$ cat config.mk
export PLATFORM = sky130hd
export DESIGN_NAME = rl_pair_scheduler
export DESIGN_NICKNAME = d
export VERILOG_FILES = /design/src/rtl/rl_pair_scheduler.sv
export SDC_FILE = /design/constraint.sdc
export NUM_CORES = 1
export LEC_CHECK = 0
export BUFFER_PORTS_ARGS = -buffer_cell sky130_fd_sc_hd__buf_4
export CORE_MARGIN = 2
export CORE_UTILIZATION = 40
export CTS_BUF_LIST = sky130_fd_sc_hd__clkbuf_16
export CTS_CLUSTER_SIZE = 28
export DETAILED_ROUTE_END_ITERATION = 7
export GPL_TIMING_DRIVEN = 0
export PLACE_DENSITY = 0.71
export SLEW_MARGIN = 15
export SYNTH_ARGS = -nofsm -noshare
export SYNTH_HDL_FRONTEND = slang
export SYNTH_SLANG_ARGS = --single-unit
$ cat constraint.sdc
create_clock -name clk -period 3.18 [get_ports clk]
set_input_delay 0.318 -clock clk [delete_from_list [all_inputs] [get_ports clk]]
set_output_delay 0.318 -clock clk [all_outputs]
set_load 0.02 [all_outputs]
$ cat src/rtl/rl_pair_scheduler.sv
// rl_pair_scheduler
// Sequencing controller for the range-limited LJ evaluation unit. It walks the
// home cell's reference particles in groups of NUM_FILTER and, for each group,
// streams every particle of the home cell and of the 13 half-shell neighbour
// cells past the filters. It emits the per-filter pair_valid mask, the IDs, the
// phase flag and the neighbour RAM read address. Filter back-pressure stalls the
// stream. After each cell the pipeline is drained so that the accumulators see a
// clean boundary.
module rl_pair_scheduler #(
  parameter int PARTICLE_ID_WIDTH = 7,
  parameter int NUM_FILTER        = 7,
  parameter int NUM_NB_CELLS      = 14,
  parameter int NB_CELL_WIDTH     = 4,
  parameter int DRAIN_CYCLES      = 32
) (
  input  logic                         clk,
  input  logic                         rst,
  input  logic                         start,
  input  logic [PARTICLE_ID_WIDTH:0]   home_count,
  input  logic [PARTICLE_ID_WIDTH:0]   nb_count,
  input  logic [NUM_FILTER-1:0]        back_pressure,
  input  logic                         all_buffer_empty,
  output logic                         busy,
  output logic                         done,
  output logic                         ref_load,
  output logic [PARTICLE_ID_WIDTH-1:0] ref_base,
  output logic [NB_CELL_WIDTH-1:0]     nb_cell_sel,
  output logic [PARTICLE_ID_WIDTH-1:0] nb_rd_addr,
  output logic [NUM_FILTER-1:0]        pair_valid,
  output logic [PARTICLE_ID_WIDTH-1:0] ref_particle_id,
  output logic [PARTICLE_ID_WIDTH-1:0] nb_particle_id,
  output logic                         phase
);

  // Counts and reference indices are compared one bit wider than an ID, so a
  // full cell (count == 2**PARTICLE_ID_WIDTH) and ref_base+k never wrap.
  localparam int CW = PARTICLE_ID_WIDTH + 1;
  localparam int DW = $clog2(DRAIN_CYCLES + 1);

  typedef enum logic [2:0] {
    S_IDLE,
    S_LOAD,
    S_STREAM,
    S_WAIT_EMPTY,
    S_DRAIN,
    S_NEXT,
    S_FINISH
  } state_t;

  state_t                       r_state;
  logic [CW-1:0]                r_home_count;
  logic [PARTICLE_ID_WIDTH-1:0] r_nb_idx;
  logic [DW-1:0]                r_drain_cnt;

  logic [NUM_FILTER-1:0]        w_mask;
  logic [CW-1:0]                w_next_base;
  logic                         w_last_issue;
  logic                         w_more_cells;

  // Pair mask for neighbour nb_idx against each filter's reference particle.
  // In the home cell only j > i pairs are kept, which removes self pairs and
  // the mirrored duplicates.
  always_comb begin
    logic [CW-1:0] ref_idx;
    // NOTE: defaults first, so no path through the block can infer a latch.
    ref_idx = '0;
    w_mask  = '0;
    for (int k = 0; k < NUM_FILTER; k++) begin
      ref_idx   = {1'b0, ref_base} + CW'(k);
      w_mask[k] = (ref_idx < r_home_count) &&
                  ((nb_cell_sel != '0) || ({1'b0, r_nb_idx} > ref_idx));
    end
  end

  // The neighbour RAM has one cycle of read latency, so the address is driven
  // straight from the index and the registered mask lines up with the data.
  assign nb_rd_addr   = r_nb_idx;
  assign w_last_issue = ({1'b0, r_nb_idx} == (nb_count - CW'(1)));
  assign w_next_base  = {1'b0, ref_base} + CW'(NUM_FILTER);
  assign w_more_cells = (nb_cell_sel < NB_CELL_WIDTH'(NUM_NB_CELLS - 1));

  // Control FSM; every output except nb_rd_addr is registered here.
  always_ff @(posedge clk) begin
    // NOTE: this is a control block with no memories, so every register is
    // cleared; a reset mid-run aborts it without a done pulse.
    if (!rst) begin
      r_state         <= S_IDLE;
      r_home_count    <= '0;
      r_nb_idx        <= '0;
      r_drain_cnt     <= '0;
      busy            <= 1'b0;
      done            <= 1'b0;
      ref_load        <= 1'b0;
      ref_base        <= '0;
      nb_cell_sel     <= '0;
      pair_valid      <= '0;
      ref_particle_id <= '0;
      nb_particle_id  <= '0;
      phase           <= 1'b0;
    end else begin
      // NOTE: non-blocking assignments throughout, so every branch sees the
      // values from the start of the cycle.
      done       <= 1'b0;
      ref_load   <= 1'b0;
      pair_valid <= '0;

      case (r_state)
        S_IDLE: begin
          if (start) begin
            if (home_count == '0) begin
              r_state <= S_FINISH;
            end else begin
              r_home_count <= home_count;
              ref_base     <= '0;
              nb_cell_sel  <= '0;
              phase        <= 1'b0;
              busy         <= 1'b1;
              r_state      <= S_LOAD;
            end
          end
        end

        S_LOAD: begin
          ref_load <= 1'b1;
          r_nb_idx <= '0;
          r_state  <= (nb_count == '0) ? S_WAIT_EMPTY : S_STREAM;
        end

        S_STREAM: begin
          // nb_count follows nb_cell_sel, so the count of a cell entered from
          // NEXT is only visible here. An empty cell skips straight to WAIT_EMPTY.
          if (nb_count == '0) begin
            r_state <= S_WAIT_EMPTY;
          end else if (back_pressure == '0) begin
            pair_valid      <= w_mask;
            ref_particle_id <= ref_base;
            nb_particle_id  <= r_nb_idx;
            r_nb_idx        <= r_nb_idx + PARTICLE_ID_WIDTH'(1);
            if (w_last_issue) begin
              r_state <= S_WAIT_EMPTY;
            end
          end
        end

        S_WAIT_EMPTY: begin
          if (all_buffer_empty) begin
            r_drain_cnt <= DW'(DRAIN_CYCLES - 1);
            r_state     <= S_DRAIN;
          end
        end

        S_DRAIN: begin
          if (r_drain_cnt == '0) begin
            r_state <= S_NEXT;
          end else begin
            r_drain_cnt <= r_drain_cnt - DW'(1);
          end
        end

        S_NEXT: begin
          if (w_more_cells) begin
            // The same reference group stays loaded for the next cell.
            nb_cell_sel <= nb_cell_sel + NB_CELL_WIDTH'(1);
            phase       <= 1'b1;
            r_nb_idx    <= '0;
            r_state     <= S_STREAM;
          end else if (w_next_base < r_home_count) begin
            ref_base    <= ref_base + PARTICLE_ID_WIDTH'(NUM_FILTER);
            nb_cell_sel <= '0;
            phase       <= 1'b0;
            r_state     <= S_LOAD;
          end else begin
            busy    <= 1'b0;
            r_state <= S_FINISH;
          end
        end

        S_FINISH: begin
          done    <= 1'b1;
          busy    <= 1'b0;
          r_state <= S_IDLE;
        end

        default: r_state <= S_IDLE;
      endcase
    end
  end

endmodule

---- Word-level counts from Yosys, hierarchy flattened ----
Cells that the tools add are included.
cells by class
  equality and inequality tests ........... 21
  reductions and logical operators ........ 33
  add/subtract/negate cells ............... 12
  bitwise gates (word level) .............. 5
  divide/modulo/power cells ............... 0
  muxes and demuxes ....................... 40
  multiply operators ...................... 0
  order comparisons ....................... 16
  shift operators ......................... 0
operators with widths
  cell                   count
  $lt A8 B8 Y1           7
  $mux W7                7
  $gt A7 B8 Y1           6
  $add A7 B3 Y8 const B  4
  $mux W3                9
  $ne A2 B2 Y1 const B   11
  $pmux W7 S3            1
  $pmux W3 S6            1
  $add A7 B2 Y8 const B  2
  $logic_not A8 Y1       2
  $mux W4                4
  $reduce_and A5 Y1      3
  $pmux W7 S2            1
  $mux W6                2
  $pmux W6 S2            1
  $mux W1                11
  $eq A3 B3 Y1 const B   3
  $ne A3 B3 Y1 const B   3
  $reduce_and A3 Y1      3
  $add A7 B1 Y8 const B  1
  $eq A7 B8 Y1           1
  $lt A7 B8 Y1           1
  $pmux W4 S2            1
  $reduce_and A4 Y1      2
  other kinds (21)       40
word-level totals
  memories kept ........................... 0
  latch bits .............................. 0
  RAM bits ................................ 0
  bits in read-only memories .............. 0
  register bits after elaboration ......... 60

---- Logic depth before layout (Yosys ltp) ----
Gate-level depths: netlist of the first run.
  depth in word-level cells ............... 6
  gate-level depth with buffers ........... 15
  gate-level depth less buffers ........... 14

---- Worst setup path after synthesis of the first run ----
No wires, ideal clock.
  path type ............................... register to register
  from .................................... register ref_base[2]
  to ...................................... register ref_base[2]
  buffers on the path ..................... 1
  stages on the path, launching flop included .. 14
  path slack .............................. -0.220 ns
  clock period less this slack ............ 3.400 ns
  data required time ...................... 3.110 ns
  arrival ................................. 3.330 ns
  cell sequence ........................... dfxtp_1 clkbuf_1 inv_1 ha_1 a21boi_0 nor2_1 xnor2_1 ha_1 a21oi_1 o21ai_0 a21oi_4 nand2_2 or4_1 a21boi_1
between the ends
  longest elaborated chain between the ends .. 4
  elaborated cells between the ends (all ways) .. 8
ends and longest elaborated chain
  element                                                                   line     source
  start, declared                                                           26       output logic [PARTICLE_ID_WIDTH-1:0] ref_base,
  start signal, assigned                                                    168      ref_base <= ref_base + PARTICLE_ID_WIDTH'(NUM_FILTER);
  $add A7 B3 Y8 / $add A7 B3 Y7 (equally long branches)                     79, 168
  $lt A8 B8 Y1 / $mux W7 (equally long branches)                            167      end else if (w_next_base < r_home_count) begin
  $ne A2 B2 Y1 (no source line) / $mux W7 (equally long branches)           -
  $reduce_and A5 Y1 (no source line) / $pmux W7 S2 (equally long branches)  -
Several ways; a longest one is shown, not always the timed one. The select of a mux whose other input is x is not followed.
A chain may end at the register's enable or synchronous reset.

---- Worst setup path in the final report of the first run ----
  from .................................... register ref_base[2]
  to ...................................... register r_state[1]
between the ends
  longest elaborated chain between the ends .. 5
ends and longest elaborated chain
  element               line  source
  $add A7 B3 Y8         79    assign w_next_base = {1'b0, ref_base} + CW'(NUM_FILTER);
  $lt A8 B8 Y1          167
  $mux W3               167
  $mux W3               161   if (w_more_cells) begin
  $pmux W3 S6           107   case (r_state)
  end signal, assigned  126   r_state <= (nb_count == '0) ? S_WAIT_EMPTY : S_STREAM;
  end, declared         50    state_t r_state;
Every way passes these cells.

==> metrics list, run 1 <==
- The run finished with clean final reports.
- Predominant post-synthesis flop cell: sky130_fd_sc_hd__dfxtp_1
- Final setup violation count: 0
- The clock drives 60 sinks.
- Crit-path leading delay family: compound AO/OA/AOI/OAI gates
- Most frequent standard cell in the layout excluding fill and tap cells: sky130_fd_sc_hd__ha_1
- In this run the vertical extent of the chip is 123 um.
- In the layout the commonest cells are sky130_fd_sc_hd__ha_1, sky130_fd_sc_hd__buf_4, sky130_fd_sc_hd__dfxtp_1, sky130_fd_sc_hd__inv_1, sky130_fd_sc_hd__nor2_1.
- 1st-pass router iterations: 5
- Clock tree synthesis inserted a total of 9 buffers.
- Worst-Skew Late Latency: 0.33 ns
* Number of I/O port buffers: 68
* Remaining routing DRC violations: 0
- The final count of hold timing violations came to 0.
* Logic gate share of total power: 0.329
- STA classifies the critical path startpoint as a flip-flop.
- The initial utilization of the core area, before any placement, comes to 0.410.
- Worst clock skew: 0.00893 ns
- Tot GR Track Use: 0.220
- Worst path max stage delay: 0.41 ns
* Clock power frac: 0.368
* Worst path slowest cell: sky130_fd_sc_hd__dfxtp_4
* Switching power summed over all nets: 901 uW
- Reg-to-Reg Start: ref_base[2]
- Synthesis produced a netlist with a net count of 827.
* Number of library cell types mapped by synthesis: 62
- No sink is reached through more buffers than the 2 on the longest clock path.
- In this run, synthesis produced a sequential element count of 60.
* Post-route fraction of the period consumed by the critical path: 0.986
- The worst path needs 3.14 ns of the cycle, external delays included.
- Global route total overflow: 0
* Average wire per cell in the routed design: 16.9 um
* Nature of the critical path endpoint: flip-flop
- Number of global-route vias before repair: 4938
- Worst path arrival time: 3.36 ns
* Post-Route WL: 16.3 mm
- During synthesis, Yosys emitted a total of 0 warnings.
* Startpoint-to-endpoint class of the critical path: reg2reg
* Hold wc startpoint: home_count[6]
* Residual antenna-violating net count after detailed routing: 0
- Least-Margin Pin Slew: 0.802 ns
* Data required time at the worst endpoint: 3.41 ns
- In this run the core area contains 43 standard-cell rows.
- In the synthesized netlist, the number of instances is 692.
- Max-slew headroom: 0.460
* Number of H-tree levels: 3
- In this run, the number of DRC markers left after iteration 0 of detailed routing was 267.
* Layout overhead on the synthesized area: 21.1%
- Of the total power, registers draw 0.302.
* Detailed-route vias per instance: 5.49
- Die width: 123 um
- Number of placed I/O pins: 70
- Switching Fraction: 0.327
- Diodes inserted: 0
- Entering global routing, the biggest net connects 15 pins.
* Type of the worst min-delay path: in2reg
* GP Congestion: 0.916
- Leak: 0.00300 uW
- Largest fanout of any net on the critical path: 10
* Final HPWL DP: 11.9 mm
* Initial antenna violation count: 0
- Once layout is complete, the utilization of the core stands at 0.496.
- Mapped Area: 0.00571 sq mm
- Cell breakdown of the critical path: clkbuf_8 > clkinvlp_4 > ha_1 > a21boi_4 > nor2_1 > xnor2_1 > ha_1 > a21oi_1 > o21ai_1 > a21oi_4 > buf_4 > buf_4 > nand3_1 > o211ai_1 > nand3b_1 > and2_1
- After synthesis, the mean cell area works out to 8.25 sq um.
* Number of synthesized flops with an enable pin: 0
- Root buffer cell: sky130_fd_sc_hd__clkbuf_16
* Setup Slack @ Placement: -0.636 ns
- For this run, the register share of the synthesized area comes to 0.210.
* Internal power consumption: 1850 uW
- The net count of the finished layout is 914.
* First-pass GRT wire length: 25.6 mm
* Worst ir drop on vdd: 0.337 mV
- Worst-path clk slew: 0.05 ns
* Number of maximum-capacitance constraint violations: 0
- TritonCTS clock tree: built
- The routed layout has 5284 vias.
* Power density normalized to cell area: 398 mW/mm^2
* Count of buffer and inverter cells on the critical path: 4
- Timing would allow up to 319 MHz.
- Post-route worst setup slack: 0.0430 ns
- Ys async rst share: 0
* Full die area: 0.0153 sq mm
* Worst setup path start: ref_base[2]
- Final total negative setup slack: 0 ns
- The core region is 0.0139 sq mm.
- The total count of max-transition violations in the final report is 0.
- In the final layout, the share of cells above drive strength 1 is 0.162.
- Final hold analysis gives a worst-case slack of 0.253 ns.
==> area by class of cell <==
class | count | area (sq um)
buffer | 21 | 143
clock buffer | 9 | 225
clock inverter | 6 | 80.1
fill | 1360 | 7020
inverter | 57 | 219
multi-input combinational | 553 | 4240
sequential | 60 | 1210
tap | 180 | 225
timing repair buffer | 77 | 578
==> cells in the mapped netlist (6+ instances only) <==
cell | count | area [sq um]
sky130_fd_sc_hd__xor2_1 | 11 | 96.3
sky130_fd_sc_hd__nor2_1 | 53 | 199
sky130_fd_sc_hd__xnor2_1 | 33 | 289
sky130_fd_sc_hd__o21ai_0 | 39 | 195
sky130_fd_sc_hd__o21bai_1 | 6 | 45.0
sky130_fd_sc_hd__nand2_1 | 26 | 97.6
sky130_fd_sc_hd__and3_1 | 8 | 50.1
sky130_fd_sc_hd__nor2b_1 | 36 | 225
sky130_fd_sc_hd__mux2i_1 | 22 | 220
sky130_fd_sc_hd__ha_1 | 108 | 1350
sky130_fd_sc_hd__nand3_1 | 16 | 80.1
sky130_fd_sc_hd__nand3b_1 | 7 | 52.6
sky130_fd_sc_hd__nand4_1 | 25 | 156
sky130_fd_sc_hd__nor3_1 | 10 | 50.1
sky130_fd_sc_hd__a21o_1 | 25 | 188
sky130_fd_sc_hd__inv_1 | 55 | 206
sky130_fd_sc_hd__nand2b_1 | 8 | 50.1
sky130_fd_sc_hd__a21boi_0 | 6 | 45.0
sky130_fd_sc_hd__a21oi_1 | 44 | 220
sky130_fd_sc_hd__dfxtp_1 | 60 | 1200
sky130_fd_sc_hd__clkbuf_1 | 15 | 56.3
sky130_fd_sc_hd__and2_1 | 8 | 50.1
==> worst paths after layout <==
check / endpoint / slack (ns) / depth (start not counted)
setup / recovery: r_state[1] / 0.04 / 16
hold / removal: r_home_count[6] / 0.25 / 3
setup reg to reg: r_state[1] / 0.04 / 16
hold reg to reg: r_drain_cnt[1] / 0.50 / 2
==> logic make-up (layout without fill, tap and decap cells) <==
group           count (synthesis)  count (layout)  synth area share
fa+ha+maj                     108             108             0.237
flops                          60              60             0.210
compound gates                159             159             0.177
buf+inv                        79             170            0.0585
simple gates                  220             220             0.211
mux                            22              22            0.0386
xor+xnor                       44              44            0.0675
==> power groups by stage <==
stage               sequential, uW  combinational [uW]  clock (uW)
finish                         834                 907        1020
global route                   838                1010        1080
CTS                            833                 862        1040
detailed placement             850                 835           0
global placement               849                 826           0
floorplan                      852                 615           0
==> metrics by stage <==
| stage | total power [uW] | instance area, sq um | cells |
|---|---|---|---|
| after global placement | 1680 | 6450 | 940 |
| after floorplan | 1470 | 5710 | 692 |
| after CTS | 2740 | 6830 | 959 |
| after global routing | 2920 | 6920 | 963 |
| after detailed placement | 1680 | 6450 | 940 |
| final | 2760 | 6920 | 963 |
==> sequential cells by signal, indices dropped and copies added (netlist names) <==
name             count
phase                1
nb_particle_id       7
done                 1
ref_particle_id      7
pair_valid           7
r_home_count         8
r_state              3
r_drain_cnt          6
ref_base             7
nb_rd_addr           7
nb_cell_sel          4
busy                 1
ref_load             1
==> metal layers <==
layer / GRT usage / up-vias / share of wire
met5: 0 / - / 0
met4: 0.0881 / 0 / 0.028
met3: 0.0397 / 29 / 0.057
met2: 0.350 / 169 / 0.46
met1: 0.292 / 2441 / 0.46
li1: - / 2645 / -
==> repair_timing <==
item,in CTS,in global routing
pin swaps,0,2
setup buffers,4,5
gates cloned,0,0
hold buffers,0,0
endpoints found under the setup margin,18,17
resized for setup,16,20
==> worst reg2reg max path: stages (launching register included) <==
cell                         delay (ns)
sky130_fd_sc_hd__dfxtp_4           0.41
sky130_fd_sc_hd__clkbuf_8          0.22
sky130_fd_sc_hd__clkinvlp_4        0.15
sky130_fd_sc_hd__ha_1              0.23
sky130_fd_sc_hd__a21boi_4          0.16
sky130_fd_sc_hd__nor2_1            0.07
sky130_fd_sc_hd__xnor2_1           0.22
sky130_fd_sc_hd__ha_1              0.29
sky130_fd_sc_hd__a21oi_1           0.13
sky130_fd_sc_hd__o21ai_1           0.14
sky130_fd_sc_hd__a21oi_4           0.26
sky130_fd_sc_hd__buf_4             0.17
sky130_fd_sc_hd__buf_4             0.10
sky130_fd_sc_hd__nand3_1           0.07
sky130_fd_sc_hd__o211ai_1          0.14
sky130_fd_sc_hd__nand3b_1          0.10
sky130_fd_sc_hd__and2_1            0.17
No activity file was read; power rests on OpenSTA's default activity.
==> run 2, diff against run 1 <==
--- a/config.mk
+++ b/config.mk
@@ -5,14 +5,14 @@
 export SDC_FILE = /design/constraint.sdc
 export NUM_CORES = 1
 export LEC_CHECK = 0
-export BUFFER_PORTS_ARGS = -buffer_cell sky130_fd_sc_hd__buf_4
 export CORE_MARGIN = 2
 export CORE_UTILIZATION = 40
 export CTS_BUF_LIST = sky130_fd_sc_hd__clkbuf_16
 export CTS_CLUSTER_SIZE = 28
 export DETAILED_ROUTE_END_ITERATION = 7
+export DONT_BUFFER_PORTS = 1
 export GPL_TIMING_DRIVEN = 0
-export PLACE_DENSITY = 0.71
+export PLACE_DENSITY = 0.66
 export SLEW_MARGIN = 15
 export SYNTH_ARGS = -nofsm -noshare
 export SYNTH_HDL_FRONTEND = slang
==> constraint.sdc (replaced) <==
create_clock -name clk -period 2.5 [get_ports clk]
set_input_delay 0.25 -clock clk [delete_from_list [all_inputs] [get_ports clk]]
set_output_delay 0.25 -clock clk [all_outputs]
set_load 0.1 [all_outputs]
==> run 2 against run 1 <==
  * The flow now finishes with violations (setup timing)
  * Clock skew down 0.0028 ns
  * Global-route usage up 2.5 points
  * Die area unchanged
  * Register-to-register slack worse by 0.81 ns
  * Largest power group unchanged
==> metrics list, run 2 (synthesis gave the netlist of run 1 again) <==
- Setup Slack @ Placement: -1.13 ns
- Hold repair after CTS inserted 0 buffers.
- Data required time at the worst endpoint: 2.77 ns
- Num Clock Sinks: 60
- For this run, the total global-route usage over all layers was measured as 0.245.
- Dividing the final minimum period by the clock period gives 1.31.
* Total of fill cells in the finished design: 1239
* Met1 WL: 7.30 mm
- Summing all multi-input logic gate instances after layout gives 0.00461 sq mm.
- Type of the worst min-delay path: in2reg
- Setup repair after global routing missed its margin: true
- The critical path is of the reg2reg type.
- The total count of max-transition violations in the final report came to 0.
* Number of maximum-capacitance constraint violations: 0
- The first detailed-routing pass took 7 iterations.
* Final setup violation count: 22
- Final total negative setup slack: -12.35 ns
* Area taken by flip-flops and latches: 0.00125 sq mm
- For this run, the share of the core covered by cells in the final layout is 0.521.
- Via count of the routed design: 5436
* Worst clock skew: 0.00612 ns
- TritonCTS clock tree: built
- Final hold violation count: 0
- Layout overhead on the synthesized area: 27.0%
* Fraction of final layout cells sized beyond drive strength 1: 0.217
- After clock tree synthesis, the clock-pin slew on the worst setup and hold paths is 0.06 ns.
- The register with the most flip-flops in the layout has 8 of them.
* Diodes inserted: 0
- Detailed placement finished with a half-perimeter wire length of 12.8 mm.
- Highest routing layer actually used: met4
* Worst ir drop on vdd: 0.457 mV
- Leaving out fill and tap cells, the most frequent cell in the layout is sky130_fd_sc_hd__ha_1.
- From bottom edge to top edge, the die measures 123 um.
- Initial antenna violation count: 0
- Full die area: 0.0153 sq mm
- After detailed routing, the total wire length is 18.5 mm.
- Reg-to-Reg Start: ref_base[2]
- Entering global routing, the biggest net connects 12 pins.
- After detailed routing, the average wire length per cell comes to 19.9 um.
- Number of global-route vias before repair: 5515
- Outcome: finished with violations
* Violations in the final reports: setup timing
- The floorplan has 43 rows.
- Remaining routing DRC violations: 0
* Worst R2R Path Depth: 13
* Starting Density: 0.410
- Largest register by flop count: r_home_count
- 70 I/O pins were placed.
- The clock reaches the later pin of the worst-skew pair after 0.34 ns.
- Along the worst path, the maximum fanout reaches 7.
- Routed wl met3: 1.49 mm
- Die width: 123 um
- Worst hold stages: 2
- In this run the critical register-to-register path is captured at ref_base[2].
* Final Power: 3680 uW
* Root buffer cell: sky130_fd_sc_hd__clkbuf_16
* Dpl cells: 876
- Number of I/O port buffers: 0
* Detailed-route vias per instance: 5.83
- Summed over all nets, wire length on met2 after detailed routing comes to 8.90 mm.
- For this run, the top clock speed supported by timing is 306 MHz.
* Leak: 0.00303 uW
* Minimum setup slack among reg-to-reg paths: -0.77 ns
- Residual antenna-violating net count after detailed routing: 0
* TritonCTS buffer count: 9
- Initial drt markers: 272
* First-pass GRT wire length: 28.2 mm
- The longest clock path from root to sink contains 2 buffers.
- Final min period: 3.27 ns
* Launching element type of the critical path: flip-flop
* Core Area: 0.0139 sq mm
* Hold wc startpoint: home_count[3]
- Number of H-tree levels: 3
- Least-Margin Pin Slew: 1.01 ns
* Non-filler cells, final: 932
- Power density normalized to cell area: 507 mW/mm^2
- Max-slew headroom: 0.323
- Global route total overflow: 0
- Number of nets in the layout: 882
- Worst path arrival time: 3.54 ns
- For hold timing, the worst endpoint is r_home_count[3].
* Post-route worst setup slack: -0.766 ns
* GP Congestion: 0.938
* Nature of the critical path endpoint: flip-flop
- The top cell types in the final layout, fill and taps aside, are sky130_fd_sc_hd__ha_1, sky130_fd_sc_hd__inv_1, sky130_fd_sc_hd__nor2_1, sky130_fd_sc_hd__dfxtp_1, sky130_fd_sc_hd__nor2b_1.
run 2: cell count changes in the layout (fill, tap and decap cells not counted), moves of 8 or more:
cell	change
sky130_fd_sc_hd__xnor2_1	-10
sky130_fd_sc_hd__o21ai_0	-13
sky130_fd_sc_hd__a21oi_1	-9
sky130_fd_sc_hd__buf_4	-50
sky130_fd_sc_hd__dfxtp_1	-15
sky130_fd_sc_hd__xnor2_2	+10
sky130_fd_sc_hd__a21oi_2	+8
sky130_fd_sc_hd__dfxtp_2	+8
sky130_fd_sc_hd__o21ai_1	+11
sky130_fd_sc_hd__buf_6	+12
run 2: critical path, stage by stage, from the launching register on:
cell and delay (ns):
sky130_fd_sc_hd__dfxtp_4 0.60, sky130_fd_sc_hd__clkbuf_16 0.23, sky130_fd_sc_hd__clkinvlp_4 0.19, sky130_fd_sc_hd__ha_4 0.25, sky130_fd_sc_hd__a21oi_4 0.17, sky130_fd_sc_hd__buf_4 0.15
sky130_fd_sc_hd__xnor2_1 0.17, sky130_fd_sc_hd__ha_1 0.29, sky130_fd_sc_hd__nand4_1 0.13, sky130_fd_sc_hd__a21oi_2 0.07, sky130_fd_sc_hd__a21oi_4 0.26, sky130_fd_sc_hd__nand2_4 0.11
sky130_fd_sc_hd__or4_1 0.42, sky130_fd_sc_hd__a21boi_1 0.14
run 2: area by class of cell:
class | instances | share of cell area
Multi-Input combinational cell | 553 | 0.636
Clock buffer | 9 | 0.0310
Tap cell | 180 | 0.0310
Timing Repair Buffer | 44 | 0.0579
Sequential cell | 60 | 0.172
Clock inverter | 7 | 0.0126
Buffer | 22 | 0.0290
Inverter | 57 | 0.0307
run 2: stage by stage:
| stage | cell area [sq um] | hold slack [ns] |
|---|---|---|
| after detailed placement | 6110 | 0.433 |
| after floorplan | 5790 | 0.419 |
| after global routing | 7260 | 0.0912 |
| after CTS | 6830 | 0.0713 |
| final | 7260 | 0.0821 |
| after global placement | 6020 | 0.424 |
run 2: worst max-delay path by stage:
stage	startpoint	slack (ns)	endpoint
2_1_floorplan	ref_base[2]	-0.48	ref_base[2]
5_1_grt	ref_base[2]	-0.86	r_state[1]
3_5_place_dp	ref_base[6]	-1.13	nb_cell_sel[3]
6_report	ref_base[2]	-0.77	ref_base[2]
3_3_place_gp	ref_base[5]	-1.05	nb_cell_sel[2]
4_1_cts	ref_base[2]	-0.61	pair_valid[5]
run 2: routing by layer:
layer,global-route usage,vias up
li1,-,2585
met1,0.282,2563
met2,0.418,220
met3,0.0632,68
met4,0.124,0
met5,0,-
run 2: what timing repair did:
item                       CTS  global route
resized for setup           51            66
setup endpoints to repair   28            28
pin swaps                   18            41
buffers inserted            26            14
run 2: power breakdown:
part / switching [uW] / internal (uW) / total, uW
Sequential: 126 / 1010 / 1140
Combinational: 702 / 501 / 1200
Clock: 470 / 867 / 1340
Total: 1300 / 2380 / 3680
==> run 3, diff against run 2 <==
--- a/config.mk
+++ b/config.mk
@@ -5,6 +5,9 @@
 export SDC_FILE = /design/constraint.sdc
 export NUM_CORES = 1
 export LEC_CHECK = 0
+export CAP_MARGIN = 20
+export CELL_PAD_IN_SITES_DETAIL_PLACEMENT = 1
+export CELL_PAD_IN_SITES_GLOBAL_PLACEMENT = 1
 export CORE_MARGIN = 2
 export CORE_UTILIZATION = 40
 export CTS_BUF_LIST = sky130_fd_sc_hd__clkbuf_16
@@ -12,7 +15,8 @@
 export DETAILED_ROUTE_END_ITERATION = 7
 export DONT_BUFFER_PORTS = 1
 export GPL_TIMING_DRIVEN = 0
-export PLACE_DENSITY = 0.66
+export PLACE_DENSITY = 0.81
+export REMOVE_ABC_BUFFERS = 1
 export SLEW_MARGIN = 15
 export SYNTH_ARGS = -nofsm -noshare
 export SYNTH_HDL_FRONTEND = slang
==> run 3 against run 2 <==
  * The flow still finishes with violations (setup timing)
  * Critical path depth unchanged
  * Sequential cell count unchanged
  * First-iteration DRC count up 35%
  * Largest cell class unchanged
  * Routed wire length up 29%
  * Via count up 8.2%
  * Sequential power up 4%
  * Clock skew up 0.0052 ns
  * Register-to-register slack worse by 0.04 ns
  * Combinational power up 9%
  * Setup slack worse by 0.041 ns
==> metrics list, run 3 (synthesis gave the netlist of run 1 again) <==
- Largest fanout of any net on the critical path: 8
- Worst R2R Path Depth: 13
* Largest register by flop count: r_home_count
- GP Congestion: 0.925
- Core Area: 0.0139 sq mm
- The floorplan step defined a die boundary enclosing 0.0153 sq mm.
- The routed layout has 5884 vias.
- In the final layout, the share of cells above drive strength 1 is 0.200.
- The first global-routing pass estimated 33.6 mm of wire.
- In this run the tightest slew margin relative to its limit is 0.319.
* Most frequent standard cell in the layout excluding fill and tap cells: sky130_fd_sc_hd__ha_1
- The clock passes through at most 2 buffers.
- Internal power consumption: 2300 uW
- Setup repair after global routing could not meet its margin everywhere.
* Number of placed I/O pins: 70
- Maximum number of pins on one net before global-route repair: 56
- Detailed-route vias per instance: 6.43
- Clock tree synthesis selected as its root buffer the cell sky130_fd_sc_hd__clkbuf_16.
- The wire-length estimate of the detail-placed layout is 13.7 mm.
- Worst clock skew: 0.0114 ns
- The number of antenna violations at the first check in global routing is 0.
- Across all register-to-register paths, the minimum setup slack is -0.81 ns.
- Once detail routing completed, the nets flagged for antenna violations numbered 0.
- TritonCTS built the clock tree.
- In this run the tool buffered the top-level ports with 0 buffer cells.
- TritonCTS buffer count: 9
- Leaving out fill and tap cells, the most frequent cells in the layout are sky130_fd_sc_hd__ha_1, sky130_fd_sc_hd__inv_1, sky130_fd_sc_hd__nor2_1, sky130_fd_sc_hd__dfxtp_1, sky130_fd_sc_hd__nor2b_1.
- Clock power frac: 0.332
- Of the available clock period, the critical path in the final layout requires 1.32.
- For the worst-skew pair, the clock arrives at the later sink with an insertion delay of 0.35 ns.
* Nature of the critical path endpoint: flip-flop
- Die width: 123 um
- Worst-path clk slew: 0.06 ns
* Global route total overflow: 0
* Non-filler cells, final: 915
- Die Height: 123 um
- Hold-fix buffer count after cts: 0
- Max-slew violation count: 0
* Worst flop-to-flop path endpoint: pair_valid[3]
- Startpoint-to-endpoint class of the critical path: reg2reg
* Final hold violation count: 0
- Power density normalized to cell area: 527 mW/mm^2
* Least-Margin Pin Slew: 1.02 ns
- The critical path starts at ref_base[1].
- Static timing analysis puts the maximum clock frequency at 302 MHz.
- Of the total power, the share spent switching nets is 0.388.
* Final setup violation count: 23
- The share of total power dissipated in combinational logic is 0.349.
- After detailed placement, the design holds a cell count of 860.
* Violations in the final reports: setup timing
- Summing all non-filler instances in the final layout gives an area of 0.00712 sq mm.
- Remaining routing DRC violations: 0
- Worst ir drop on vdd: 0.366 mV
* Number of global-route vias before repair: 6192
- Data arrives at the worst endpoint at 3.56 ns.
- The number of antenna diodes in the final layout is 0.
- 1st-pass router iterations: 5
* Launching element type of the critical path: flip-flop
- Initial drt markers: 367
* Starting Density: 0.410
* Post-route worst setup slack: -0.808 ns
- Across every metal layer, demand over resource in global routing totals 0.297.
* Num Clock Sinks: 60
- Cell row count: 43
* Data required time at the worst endpoint: 2.75 ns
- Critical Path End: pair_valid[3]
- Reg-to-Reg Start: ref_base[1]
- Across the run, the number of max-cap violations was 0.
* Number of nets in the layout: 865
- The run finished, with violations left.
- For the final routed database, the setup TNS stands at -13.57 ns.
* Layout overhead on the synthesized area: 24.7%
* Final min period: 3.31 ns
* Number of H-tree levels: 3
- Post-Route WL: 23.8 mm
* Number of flip-flops under the largest register name: 8
- The worst hold path belongs to the class in2reg.
* Switching power summed over all nets: 1460 uW
* Average wire per cell in the routed design: 26.0 um
* Cell Area, Placed: 0.00603 sq mm
- The share of total power dissipated in sequential elements is 0.318.
- Leak: 0.00294 uW
run 3: metrics by stage:
step / util / hold slack [ns] / worst slack (ns) / total power (uW)
2_1_floorplan: - / 0.366 / -1.53 / 1890
3_3_place_gp: 0.417 / 0.378 / -2.39 / 2090
3_5_place_dp: 0.433 / 0.383 / -1.58 / 2180
4_1_cts: 0.491 / 0.0202 / -0.556 / 3560
5_1_grt: 0.511 / 0.0237 / -0.868 / 3900
6_report: 0.511 / 0.0302 / -0.808 / 3750
run 3: per-layer routing:
| layer | wire length [um] | vias up | global-route usage | share of wire |
|---|---|---|---|---|
| li1 | - | 2542 | - | - |
| met4 | 1730 | 0 | 0.195 | 0.073 |
| met5 | 0 | - | 0 | 0 |
| met3 | 1620 | 141 | 0.0646 | 0.068 |
| met2 | 11500 | 315 | 0.510 | 0.48 |
| met1 | 9000 | 2886 | 0.328 | 0.38 |
run 3: power by group through the flow:
stage          clock network, uW  logic, uW  registers [uW]
6_report                    1250       1310            1190
3_3_place_gp                   0        890            1200
2_1_floorplan                  0        717            1180
3_5_place_dp                   0        973            1210
4_1_cts                     1260       1120            1180
5_1_grt                     1320       1380            1200
run 3: worst min-delay path by stage:
stage          start             end  slack, ns  cells past startpoint
4_1_cts          rst     ref_base[1]       0.02                      1
2_1_floorplan    rst  r_drain_cnt[1]       0.37                      2
3_5_place_dp     rst  nb_cell_sel[2]       0.38                      1
3_3_place_gp     rst  r_drain_cnt[1]       0.38                      2
6_report         rst  r_drain_cnt[2]       0.03                      1
5_1_grt          rst  r_drain_cnt[2]       0.02                      1
run 3: final cells by class:
class	instances	area (sq um)
clock buffer	9	225
clock inverter	7	58.8
fill	1582	6810
inverter	57	224
multi-input combinational	553	4610
sequential	60	1240
tap	180	225
timing repair buffer	49	539
run 3: critical path, stage by stage, from the launching register on:
cell	delay, ns
sky130_fd_sc_hd__dfxtp_4	0.61
sky130_fd_sc_hd__clkinvlp_4	0.20
sky130_fd_sc_hd__buf_6	0.17
sky130_fd_sc_hd__buf_4	0.14
sky130_fd_sc_hd__ha_4	0.16
sky130_fd_sc_hd__a21oi_4	0.25
sky130_fd_sc_hd__nor2_4	0.06
sky130_fd_sc_hd__xnor2_2	0.25
sky130_fd_sc_hd__ha_1	0.34
sky130_fd_sc_hd__a21o_1	0.19
sky130_fd_sc_hd__a21o_1	0.18
sky130_fd_sc_hd__a21oi_2	0.17
sky130_fd_sc_hd__nand4_1	0.15
sky130_fd_sc_hd__nor3_2	0.31
run 3: repair_timing:
item / 4_1_cts / 5_1_grt
gates cloned: 1 / 0
resized for setup: 79 / 33
hold endpoints to repair: 0 / 0
setup endpoints to repair: 30 / 30
buffers inserted: 27 / 12
pin swaps: 36 / 39
